### src/rtl/cpu_types_pkg.sv
// Shared CPU bus types: word type, RAM handshake states and the memory arbiter FSM states.
package cpu_types_pkg;

  typedef logic [31:0] word_t;

  // Handshake state reported by the RAM model/controller.
  typedef enum logic [1:0] {
    FREE   = 2'd0,
    BUSY   = 2'd1,
    ACCESS = 2'd2,
    ERROR  = 2'd3
  } ramstate_t;

  // Memory arbiter FSM: idle, or the RAM port is owned by one of the caches.
  typedef enum logic [1:0] {
    IDLE   = 2'd0,
    IGRANT = 2'd1,
    DGRANT = 2'd2
  } arb_state_t;

  // Encoding of the last_grant flag.
  localparam logic LAST_I = 1'b0;
  localparam logic LAST_D = 1'b1;

endpackage

### src/rtl/memory_arbiter_if.sv
// Cache/RAM bus seen by the memory arbiter. slave = arbiter side, master = caches + RAM side.
interface memory_arbiter_if;
  import cpu_types_pkg::*;

  // icache side
  logic      iREN;
  word_t     iaddr;
  logic      iwait;
  word_t     iload;
  // dcache side
  logic      dREN;
  logic      dWEN;
  word_t     daddr;
  word_t     dstore;
  logic      dwait;
  word_t     dload;
  // RAM side
  logic      ramREN;
  logic      ramWEN;
  word_t     ramaddr;
  word_t     ramstore;
  word_t     ramload;
  ramstate_t ramstate;
  // status
  logic      bus_err;

  modport slave (
    input  iREN, iaddr, dREN, dWEN, daddr, dstore, ramload, ramstate,
    output iwait, iload, dwait, dload, ramREN, ramWEN, ramaddr, ramstore, bus_err
  );

  modport master (
    output iREN, iaddr, dREN, dWEN, daddr, dstore, ramload, ramstate,
    input  iwait, iload, dwait, dload, ramREN, ramWEN, ramaddr, ramstore, bus_err
  );

endinterface

### src/rtl/memory_arbiter.sv
// Two-cache memory arbiter: routes icache reads and dcache reads/writes onto one RAM port.
// FAIR=1 alternates between caches under contention, FAIR=0 gives dcache strict priority.
module memory_arbiter
  import cpu_types_pkg::*;
#(
  parameter bit FAIR = 1'b1
) (
  input  logic             CLK,
  input  logic             nRST,
  memory_arbiter_if.slave  bus
);

  arb_state_t state_q, state_d;
  logic       last_grant_q, last_grant_d;
  logic       bus_err_q, bus_err_d;
  logic       dreq;

  assign dreq = bus.dREN | bus.dWEN;

  // Next-state and output decode; RAM strobes follow the owner's live request.
  always_comb begin
    state_d      = state_q;
    last_grant_d = last_grant_q;
    bus_err_d    = bus_err_q;
    bus.ramREN   = 1'b0;
    bus.ramWEN   = 1'b0;
    bus.ramaddr  = '0;
    bus.ramstore = '0;
    bus.iwait    = 1'b1;
    bus.dwait    = 1'b1;
    // Load data is forwarded unconditionally; only meaningful when wait is low.
    bus.iload    = bus.ramload;
    bus.dload    = bus.ramload;
    bus.bus_err  = bus_err_q;

    unique case (state_q)
      IDLE: begin
        if (dreq && (!bus.iREN || !FAIR || last_grant_q == LAST_I)) begin
          state_d = DGRANT;
        end else if (bus.iREN) begin
          state_d = IGRANT;
        end
      end
      IGRANT: begin
        bus.ramaddr = bus.iaddr;
        if (!bus.iREN) begin
          // Owner withdrew: abort without completing, keep fairness history.
          state_d = IDLE;
        end else begin
          bus.ramREN = 1'b1;
          if (bus.ramstate == ACCESS && nRST) begin
            bus.iwait    = 1'b0;
            state_d      = IDLE;
            last_grant_d = LAST_I;
          end else if (bus.ramstate == ERROR) begin
            bus_err_d = 1'b1;
          end
        end
      end
      DGRANT: begin
        bus.ramaddr  = bus.daddr;
        bus.ramstore = bus.dstore;
        if (!dreq) begin
          state_d = IDLE;
        end else begin
          bus.ramREN = bus.dREN;
          bus.ramWEN = bus.dWEN;
          if (bus.ramstate == ACCESS && nRST) begin
            bus.dwait    = 1'b0;
            state_d      = IDLE;
            last_grant_d = LAST_D;
          end else if (bus.ramstate == ERROR) begin
            bus_err_d = 1'b1;
          end
        end
      end
      default: state_d = IDLE;
    endcase
  end

  // State, fairness flag and sticky error; synchronous active-low reset.
  always_ff @(posedge CLK) begin
    if (!nRST) begin
      state_q      <= IDLE;
      last_grant_q <= LAST_I;
      bus_err_q    <= 1'b0;
    end else begin
      state_q      <= state_d;
      last_grant_q <= last_grant_d;
      bus_err_q    <= bus_err_d;
    end
  end

endmodule

### src/flat_wrapper.sv
// flat-port wrapper written by rule: the top's interface ports become plain ports
module memory_arbiter_flat import cpu_types_pkg::*;
#(
  parameter bit FAIR = 1'b1
)
  (CLK, nRST, bus_iREN, bus_iaddr, bus_dREN, bus_dWEN, bus_daddr, bus_dstore, bus_ramload, bus_ramstate, bus_iwait, bus_iload, bus_dwait, bus_dload, bus_ramREN, bus_ramWEN, bus_ramaddr, bus_ramstore, bus_bus_err);
  memory_arbiter_if bus_i ();
  input  logic CLK;
  input  logic nRST;
  input wire logic [$bits(bus_i.iREN)-1:0] bus_iREN;
  input wire logic [$bits(bus_i.iaddr)-1:0] bus_iaddr;
  input wire logic [$bits(bus_i.dREN)-1:0] bus_dREN;
  input wire logic [$bits(bus_i.dWEN)-1:0] bus_dWEN;
  input wire logic [$bits(bus_i.daddr)-1:0] bus_daddr;
  input wire logic [$bits(bus_i.dstore)-1:0] bus_dstore;
  input wire logic [$bits(bus_i.ramload)-1:0] bus_ramload;
  input wire logic [$bits(bus_i.ramstate)-1:0] bus_ramstate;
  output wire logic [$bits(bus_i.iwait)-1:0] bus_iwait;
  output wire logic [$bits(bus_i.iload)-1:0] bus_iload;
  output wire logic [$bits(bus_i.dwait)-1:0] bus_dwait;
  output wire logic [$bits(bus_i.dload)-1:0] bus_dload;
  output wire logic [$bits(bus_i.ramREN)-1:0] bus_ramREN;
  output wire logic [$bits(bus_i.ramWEN)-1:0] bus_ramWEN;
  output wire logic [$bits(bus_i.ramaddr)-1:0] bus_ramaddr;
  output wire logic [$bits(bus_i.ramstore)-1:0] bus_ramstore;
  output wire logic [$bits(bus_i.bus_err)-1:0] bus_bus_err;
  assign bus_i.iREN = bus_iREN;
  assign bus_i.iaddr = bus_iaddr;
  assign bus_i.dREN = bus_dREN;
  assign bus_i.dWEN = bus_dWEN;
  assign bus_i.daddr = bus_daddr;
  assign bus_i.dstore = bus_dstore;
  assign bus_i.ramload = bus_ramload;
  assign bus_i.ramstate = bus_ramstate;
  assign bus_iwait = bus_i.iwait;
  assign bus_iload = bus_i.iload;
  assign bus_dwait = bus_i.dwait;
  assign bus_dload = bus_i.dload;
  assign bus_ramREN = bus_i.ramREN;
  assign bus_ramWEN = bus_i.ramWEN;
  assign bus_ramaddr = bus_i.ramaddr;
  assign bus_ramstore = bus_i.ramstore;
  assign bus_bus_err = bus_i.bus_err;
  memory_arbiter #(.FAIR(FAIR)) u_core (.CLK(CLK), .nRST(nRST), .bus(bus_i));
endmodule
### config.mk
export PLATFORM = sky130hd
export DESIGN_NAME = memory_arbiter_flat
export DESIGN_NICKNAME = d
export VERILOG_FILES = /design/src/rtl/cpu_types_pkg.sv /design/src/rtl/memory_arbiter_if.sv /design/src/rtl/memory_arbiter.sv /design/src/flat_wrapper.sv
export SDC_FILE = /design/constraint.sdc
export NUM_CORES = 1
export LEC_CHECK = 0
export ABC_AREA = 1
export BUFFER_PORTS_ARGS = -buffer_cell sky130_fd_sc_hd__buf_2
export CORE_AREA = 2 2 103 105
export CTS_CLUSTER_DIAMETER = 120
export CTS_CLUSTER_SIZE = 28
export DETAILED_ROUTE_END_ITERATION = 10
export DIE_AREA = 0 0 105 107
export GPL_ROUTABILITY_DRIVEN = 0
export GPL_TIMING_DRIVEN = 0
export PLACE_DENSITY_LB_ADDON = 0.3
export SLEW_MARGIN = 20
export SYNTH_ARGS = -nofsm -noshare
export SYNTH_HDL_FRONTEND = slang
export SYNTH_SLANG_ARGS = --single-unit
### constraint.sdc
create_clock -name CLK -period 1.3 [get_ports CLK]
set_clock_uncertainty 0.2 [all_clocks]
set_input_delay 0 -clock CLK [delete_from_list [all_inputs] [get_ports CLK]]
set_output_delay 0 -clock CLK [all_outputs]
set_load 0.05 [all_outputs]
==> results of run 1 <==
kinds of logic after synthesis:
family | Yosys count | synth area share (%)
buffers and inverters | 121 | 46.1
flip-flops | 4 | 5.17
AND/OR/NAND/NOR | 129 | 32.4
adder cells (fa/ha/maj) | 4 | 3.23
AO/OA/AOI/OAI | 39 | 13.1
layout by cell type (no fill, tap or decap), drive strengths merged:
cell         netlist  layout
nand3              5       5
nand2            115     115
a22oi              1       1
ha                 4       4
dlygate4sd3        0       4
inv               42      29
dfxtp              4       4
buf               79     328
bufbuf             0       1
nor3               1       1
clkinvlp           0      13
a21oi             38      38
nor2               7       7
and3               1       1
clkbuf             0       4
layer usage:
layer	global-route usage, %	vias up	share of wire [%]
met1	15.1	1189	36
met5	0	-	0
met3	2.31	10	6.5
met2	26.3	125	55
li1	-	1342	-
met4	3.90	0	2.2
power groups by stage:
stage          Sequential, W  Clock (W)  Combinational (W)
6_report            0.000145   0.000276            0.00287
5_1_grt             0.000147   0.000298            0.00301
4_1_cts             0.000146   0.000288            0.00284
3_5_place_dp        0.000150          0            0.00234
3_3_place_gp        0.000150          0            0.00232
2_1_floorplan       0.000155          0            0.00182
through the flow:
step	setup TNS, ps	total power (W)	utilization, %	area, um^2
5_1_grt	-29390	0.00345	44.4	4490
3_3_place_gp	-22170	0.00247	34.9	3530
3_5_place_dp	-23010	0.00249	34.9	3530
2_1_floorplan	-10300	0.00198	-	2180
6_report	-24020	0.00329	44.4	4490
4_1_cts	-25440	0.00328	43.6	4400
final cells by class:
| cell class | count | area (um^2) |
|---|---|---|
| timing repair buffer | 255 | 1880 |
| buffer | 78 | 698 |
| fill | 1007 | 5610 |
| multi-input combinational | 172 | 1390 |
| clock buffer | 4 | 45.0 |
| tap | 136 | 170 |
| sequential | 4 | 87.6 |
| inverter | 42 | 221 |
path summary, 6_finish.rpt:
check | endpoint | slack (ps) | cells past startpoint
worst max-delay path | bus_ramaddr[15] | -390 | 7
worst min-delay path | u_core.bus.bus_err$_SDFFE_PN0P_ | 10 | 4
worst max register to register | u_core.last_grant_q$_SDFFE_PN0P_ | -350 | 7
worst min register to register | u_core.bus.bus_err$_SDFFE_PN0P_ | 260 | 2
worst max-delay path, stage by stage, from the launching register on:
cell     delay [ps]
dfxtp_4         350
inv_4            70
ha_4            170
buf_12          150
buf_8           130
nand2_4          50
a21oi_4         170
buf_6           180
what timing repair did:
action                     4_1_cts  5_1_grt
hold buffers                     4        0
gates cloned                     5        0
hold endpoints to repair         4        0
pin swaps                        5        9
setup endpoints to repair       72       72
setup buffers                   11        0
resized for setup              190       25
sequential cells by signal, indices dropped and copies added, names as in the netlist:
register / cells
u_core.bus.bus_err: 1
u_core.last_grant_q: 1
u_core.state_q: 2
==> impl_metrics.env, run 1 <==
export IMPL_outcome="finished, violations left"
export IMPL_violations="negative setup slack"
export IMPL_ir_worst_vdd_v=0.000644
export IMPL_grt_overflow=0
export IMPL_yosysWarningCount=0
export IMPL_ys_seq_area_share_pct=5.17
export IMPL_dp_cells=668
export IMPL_cts_buffers=3
export IMPL_wl_per_cell_um=12.1
export IMPL_dr_total_vias=2666
export IMPL_cap_violations=0
export IMPL_synth_edff_count=0
export IMPL_power_density_mw_per_mm2=733
export IMPL_nets=695
export IMPL_initial_utilization_pct=15.3
export IMPL_leakage_nw=2.27
export IMPL_clkPwrFrac_pct=8.4
export IMPL_r2r_start="u_core.state_q[0]$_SDFFE_PN0P_"
export IMPL_cts_tree="built"
export IMPL_grt_total_usage_pct=13.6
export IMPL_postLayoutSetupSlackWorst_ps=-394
export IMPL_async_flop_share_pct=0
export IMPL_netSwitchingFraction_pct=55.8
export IMPL_remaining_drc_errors=0
export IMPL_post_place_ws_ps=-443
export IMPL_crit_arrival_ps=1490
export IMPL_holdCritPathClass="input port to flip-flop"
export IMPL_hold_viol_final=0
export IMPL_core_area_mm2=0.0101
export IMPL_fin_crit_ps=1690
export IMPL_setup_violations=72
export IMPL_pwr_share_seq_pct=4.4
export IMPL_clkTransAtPathRegs_ps=30
export IMPL_fin_crit_sh_pct=130
export IMPL_finalNonFillerCells=691
export IMPL_synthTopCellsByArea="buf_4 (32%), nand2_1 (27%), a21oi_1 (12%), inv_1 (10%), dfxtp_1 (5.2%)"
export IMPL_syn_mean_instance_area_um2=5.22
export IMPL_max_clock_freq_mhz=590
export IMPL_drive_gt1_share_pct=80.2
export IMPL_endpoint_kind="output port"
export IMPL_synth_nets=436
export IMPL_worstHoldStart="bus_ramstate[0]"
export IMPL_critPathKind="flip-flop to output port"
export IMPL_crit_path_max_fanout=6
export IMPL_cp_start_kind="flip-flop"
export IMPL_clock_latency_ps=220
export IMPL_synth_most_common_cell="nand2_1"
export IMPL_tightest_slew_ps=527
export IMPL_io_buffers=235
export IMPL_yosys_area_top_type="buf_4"
export IMPL_num_rows=37
export IMPL_die_w_um=105
export IMPL_dpl_hpwl_um=6530
export IMPL_antennaDiodeCount=0
export IMPL_cts_buffer_depth=2
export IMPL_synth_area_mm2=0.00155
export IMPL_antenna_found_initial=0
export IMPL_grt_pass1_wl_um=12600
export IMPL_synth_top_area_share_pct=32.0
export IMPL_synth_common_cells="nand2_1 (113), buf_4 (66), inv_1 (42), a21oi_1 (38), buf_2 (10)"
export IMPL_viasPerCell=3.86
export IMPL_grt_setup_unrepaired="true"
export IMPL_drt_total_wl_um=8330
export IMPL_p_int_w=0.00145
export IMPL_yosysUniqueCellTypes=15
export IMPL_crit_path_start="u_core.state_q[0]$_SDFFE_PN0P_"
export IMPL_drtIter0Drc=86
export IMPL_firstDrtPassIters=4
export IMPL_hold_slack_ps=11.4
export IMPL_syn_to_final_growth_pct=190
export IMPL_p_comb_share_pct=87.2
export IMPL_syn_inst=297
export IMPL_cts_sinks=4
export IMPL_final_antenna_net_count=0
export IMPL_grt_pass1_vias=2609
export IMPL_ys_flop_type="dfxtp_1"
export IMPL_dieArea_mm2=0.0112
export IMPL_ios=268
export IMPL_ys_seq_elements=4
export IMPL_switching_power_w=0.00184
export IMPL_grt_max_degree=11
export IMPL_clockRootBuffer="clkbuf_8"
export IMPL_htreeDepth=1
export IMPL_drv_slew=0
export IMPL_die_h_um=107
export IMPL_max_slew_margin_pct=64.7
export IMPL_required_ps=1100
Note: power is estimated with default switching activity, not from simulation.
==> inputs of run 2 (changes only) <==
--- a/config.mk
+++ b/config.mk
@@ -15,6 +15,7 @@
 export GPL_ROUTABILITY_DRIVEN = 0
 export GPL_TIMING_DRIVEN = 0
 export PLACE_DENSITY_LB_ADDON = 0.3
+export SETUP_SLACK_MARGIN = 0.4
 export SLEW_MARGIN = 20
 export SYNTH_ARGS = -nofsm -noshare
 export SYNTH_HDL_FRONTEND = slang
==> run 2 against run 1 <==
Effect of this change: the run ends with negative hold slack, negative setup slack left; flip-flop and latch count unchanged; utilization about the same; setup slack got worse by 79 ps; worst hold slack got worse by 120 ps; register-to-register slack about the same; final area increased by 0.11%; routed wire length increased by 0.30%; clock power decreased by 2%; critical path depth increased by 2; sequential share of layout area about the same; largest cell class unchanged.
==> impl_metrics.env, run 2 (synthesis results as in run 1) <==
export IMPL_hold_viol_final=4
export IMPL_grt_max_degree=11
export IMPL_critPathKind="flip-flop to output port"
export IMPL_fin_setup_tns_ps=-29060
export IMPL_min_to="u_core.bus.bus_err$_SDFFE_PN0P_"
export IMPL_worstHoldStart="nRST"
export IMPL_dpl_hpwl_um=6360
export IMPL_r2r_end="u_core.last_grant_q$_SDFFE_PN0P_"
export IMPL_grt_overflow=0
export IMPL_grt_use_met1_pct=13.3
export IMPL_antennaDiodeCount=0
export IMPL_antenna_found_initial=0
export IMPL_leakage_nw=2.31
export IMPL_remaining_drc_errors=0
export IMPL_cts_sinks=4
export IMPL_power_w=0.00335
export IMPL_pwr_share_seq_pct=4.4
export IMPL_power_density_mw_per_mm2=746
export IMPL_ir_worst_vdd_v=0.000440
export IMPL_postLayoutSetupSlackWorst_ps=-473
export IMPL_grt_total_usage_pct=13.0
export IMPL_htreeDepth=1
export IMPL_placed_area_mm2=0.00353
export IMPL_drv_slew=0
export IMPL_crit_path_max_fanout=10
export IMPL_die_w_um=105
export IMPL_core_area_mm2=0.0101
export IMPL_outcome="finished, violations left"
export IMPL_r2r_start="u_core.state_q[0]$_SDFFE_PN0P_"
export IMPL_r2r_slack_ps=-360
export IMPL_netSwitchingFraction_pct=55.3
export IMPL_drtIter0Drc=75
export IMPL_io_buffers=235
export IMPL_required_ps=1100
export IMPL_final_common_cell="buf_2"
export IMPL_firstDrtPassIters=4
export IMPL_num_rows=37
export IMPL_worstHoldPathCells=3
export IMPL_globalRouteMet3Util_pct=1.76
export IMPL_grt_setup_unrepaired="true"
export IMPL_nets=699
export IMPL_endpoint_kind="output port"
export IMPL_cap_violations=0
export IMPL_drt_total_wl_um=8360
export IMPL_clock_latency_ps=210
export IMPL_cts_buffer_depth=2
export IMPL_cts_buffers=3
export IMPL_dieArea_mm2=0.0112
export IMPL_violations="negative hold slack, negative setup slack"
export IMPL_regMostFlops="u_core.state_q"
export IMPL_die_h_um=107
export IMPL_hold_slack_ps=-108
export IMPL_holdCritPathClass="input port to flip-flop"
export IMPL_p_int_w=0.00150
export IMPL_clockRootBuffer="clkbuf_8"
export IMPL_drive_gt1_share_pct=79.2
export IMPL_final_util_pct=44.5
export IMPL_postLayoutCellArea_mm2=0.00449
export IMPL_ios=268
export IMPL_crit_arrival_ps=1570
export IMPL_grt_pass1_wl_um=12100
export IMPL_max_slew_margin_pct=65.7
export IMPL_switching_power_w=0.00185
export IMPL_syn_to_final_growth_pct=190
export IMPL_top_usage_layer="met2"
export IMPL_clkPwrFrac_pct=8.1
export IMPL_cts_tree="built"
export IMPL_clkTransAtPathRegs_ps=30
export IMPL_final_antenna_net_count=0
export IMPL_grt_pass1_vias=2608
export IMPL_worstRegToRegCells=8
export IMPL_initial_utilization_pct=15.3
export IMPL_fin_crit_ps=1770
export IMPL_max_clock_freq_mhz=564
export IMPL_use_met2_pct=27.9
export IMPL_setup_violations=72
export IMPL_layout_common_cells="buf_2 (168), buf_4 (87), nand2_1 (79)"
export IMPL_fin_crit_sh_pct=136
export IMPL_p_comb_share_pct=87.6
export IMPL_tightest_slew_ps=513
export IMPL_dr_total_vias=2654
export IMPL_wl_per_cell_um=12.0
export IMPL_largest_reg_flops=2
export IMPL_cp_start_kind="flip-flop"
export IMPL_viasPerCell=3.82
## run 2: repair_timing
action,in CTS,in global routing
buffers inserted,13,3
gates cloned,5,2
gates resized for setup,173,27
setup endpoints to repair,73,73
hold endpoints to repair,4,4
pin swaps,12,11
## run 2: power by group through the flow
stage | combinational [W] | clock, W | sequential [W]
6_report | 0.00293 | 0.000270 | 0.000147
3_3_place_gp | 0.00232 | 0 | 0.000150
4_1_cts | 0.00281 | 0.000280 | 0.000147
2_1_floorplan | 0.00182 | 0 | 0.000155
5_1_grt | 0.00308 | 0.000295 | 0.000149
3_5_place_dp | 0.00233 | 0 | 0.000150
## run 2: how the worst max path moves through the flow
stage / startpoint / endpoint / slack [ps]
floorplan: u_core.state_q[0]$_SDFFE_PN0P_ / bus_ramaddr[11] / -200
global placement: u_core.state_q[0]$_SDFFE_PN0P_ / bus_ramaddr[13] / -410
detailed placement: u_core.state_q[0]$_SDFFE_PN0P_ / bus_ramaddr[13] / -420
CTS: u_core.state_q[0]$_SDFFE_PN0P_ / bus_ramaddr[11] / -480
global route: u_core.state_q[0]$_SDFFE_PN0P_ / bus_ramaddr[14] / -540
finish: u_core.state_q[0]$_SDFFE_PN0P_ / bus_ramstore[12] / -470
## run 2: through the flow
stage                     instances  setup WS [ps]
after floorplan                 297           -197
after global placement          668           -415
after detailed placement        668           -417
after CTS                       690           -483
after global routing            695           -543
final                           695           -473
## run 2: area by class of cell
cell class              instances  area, um^2
fillers                      1033        5600
repair buffers                258        1900
multi-input cells             172        1380
plain buffers                  79         693
inverters                      42         219
well taps                     136         170
flip-flops and latches          4        88.8
clock buffers                   4        45.0
## run 2: metal layers
metal	wire length [um]	vias up	share of wire, %
li1	-	1345	-
met1	2930	1184	35
met5	0	-	0
met2	4860	121	58
met4	36	0	0.43
met3	531	4	6.4
## run 2: worst max-delay path, cell delays in order (launching register included)
cell and delay [ps]:
dfxtp_4 350, inv_4 40, ha_4 140, buf_6 120
buf_12 130, buf_8 120, buf_6 140, nand2_4 60
clkinvlp_4 90, buf_8 150
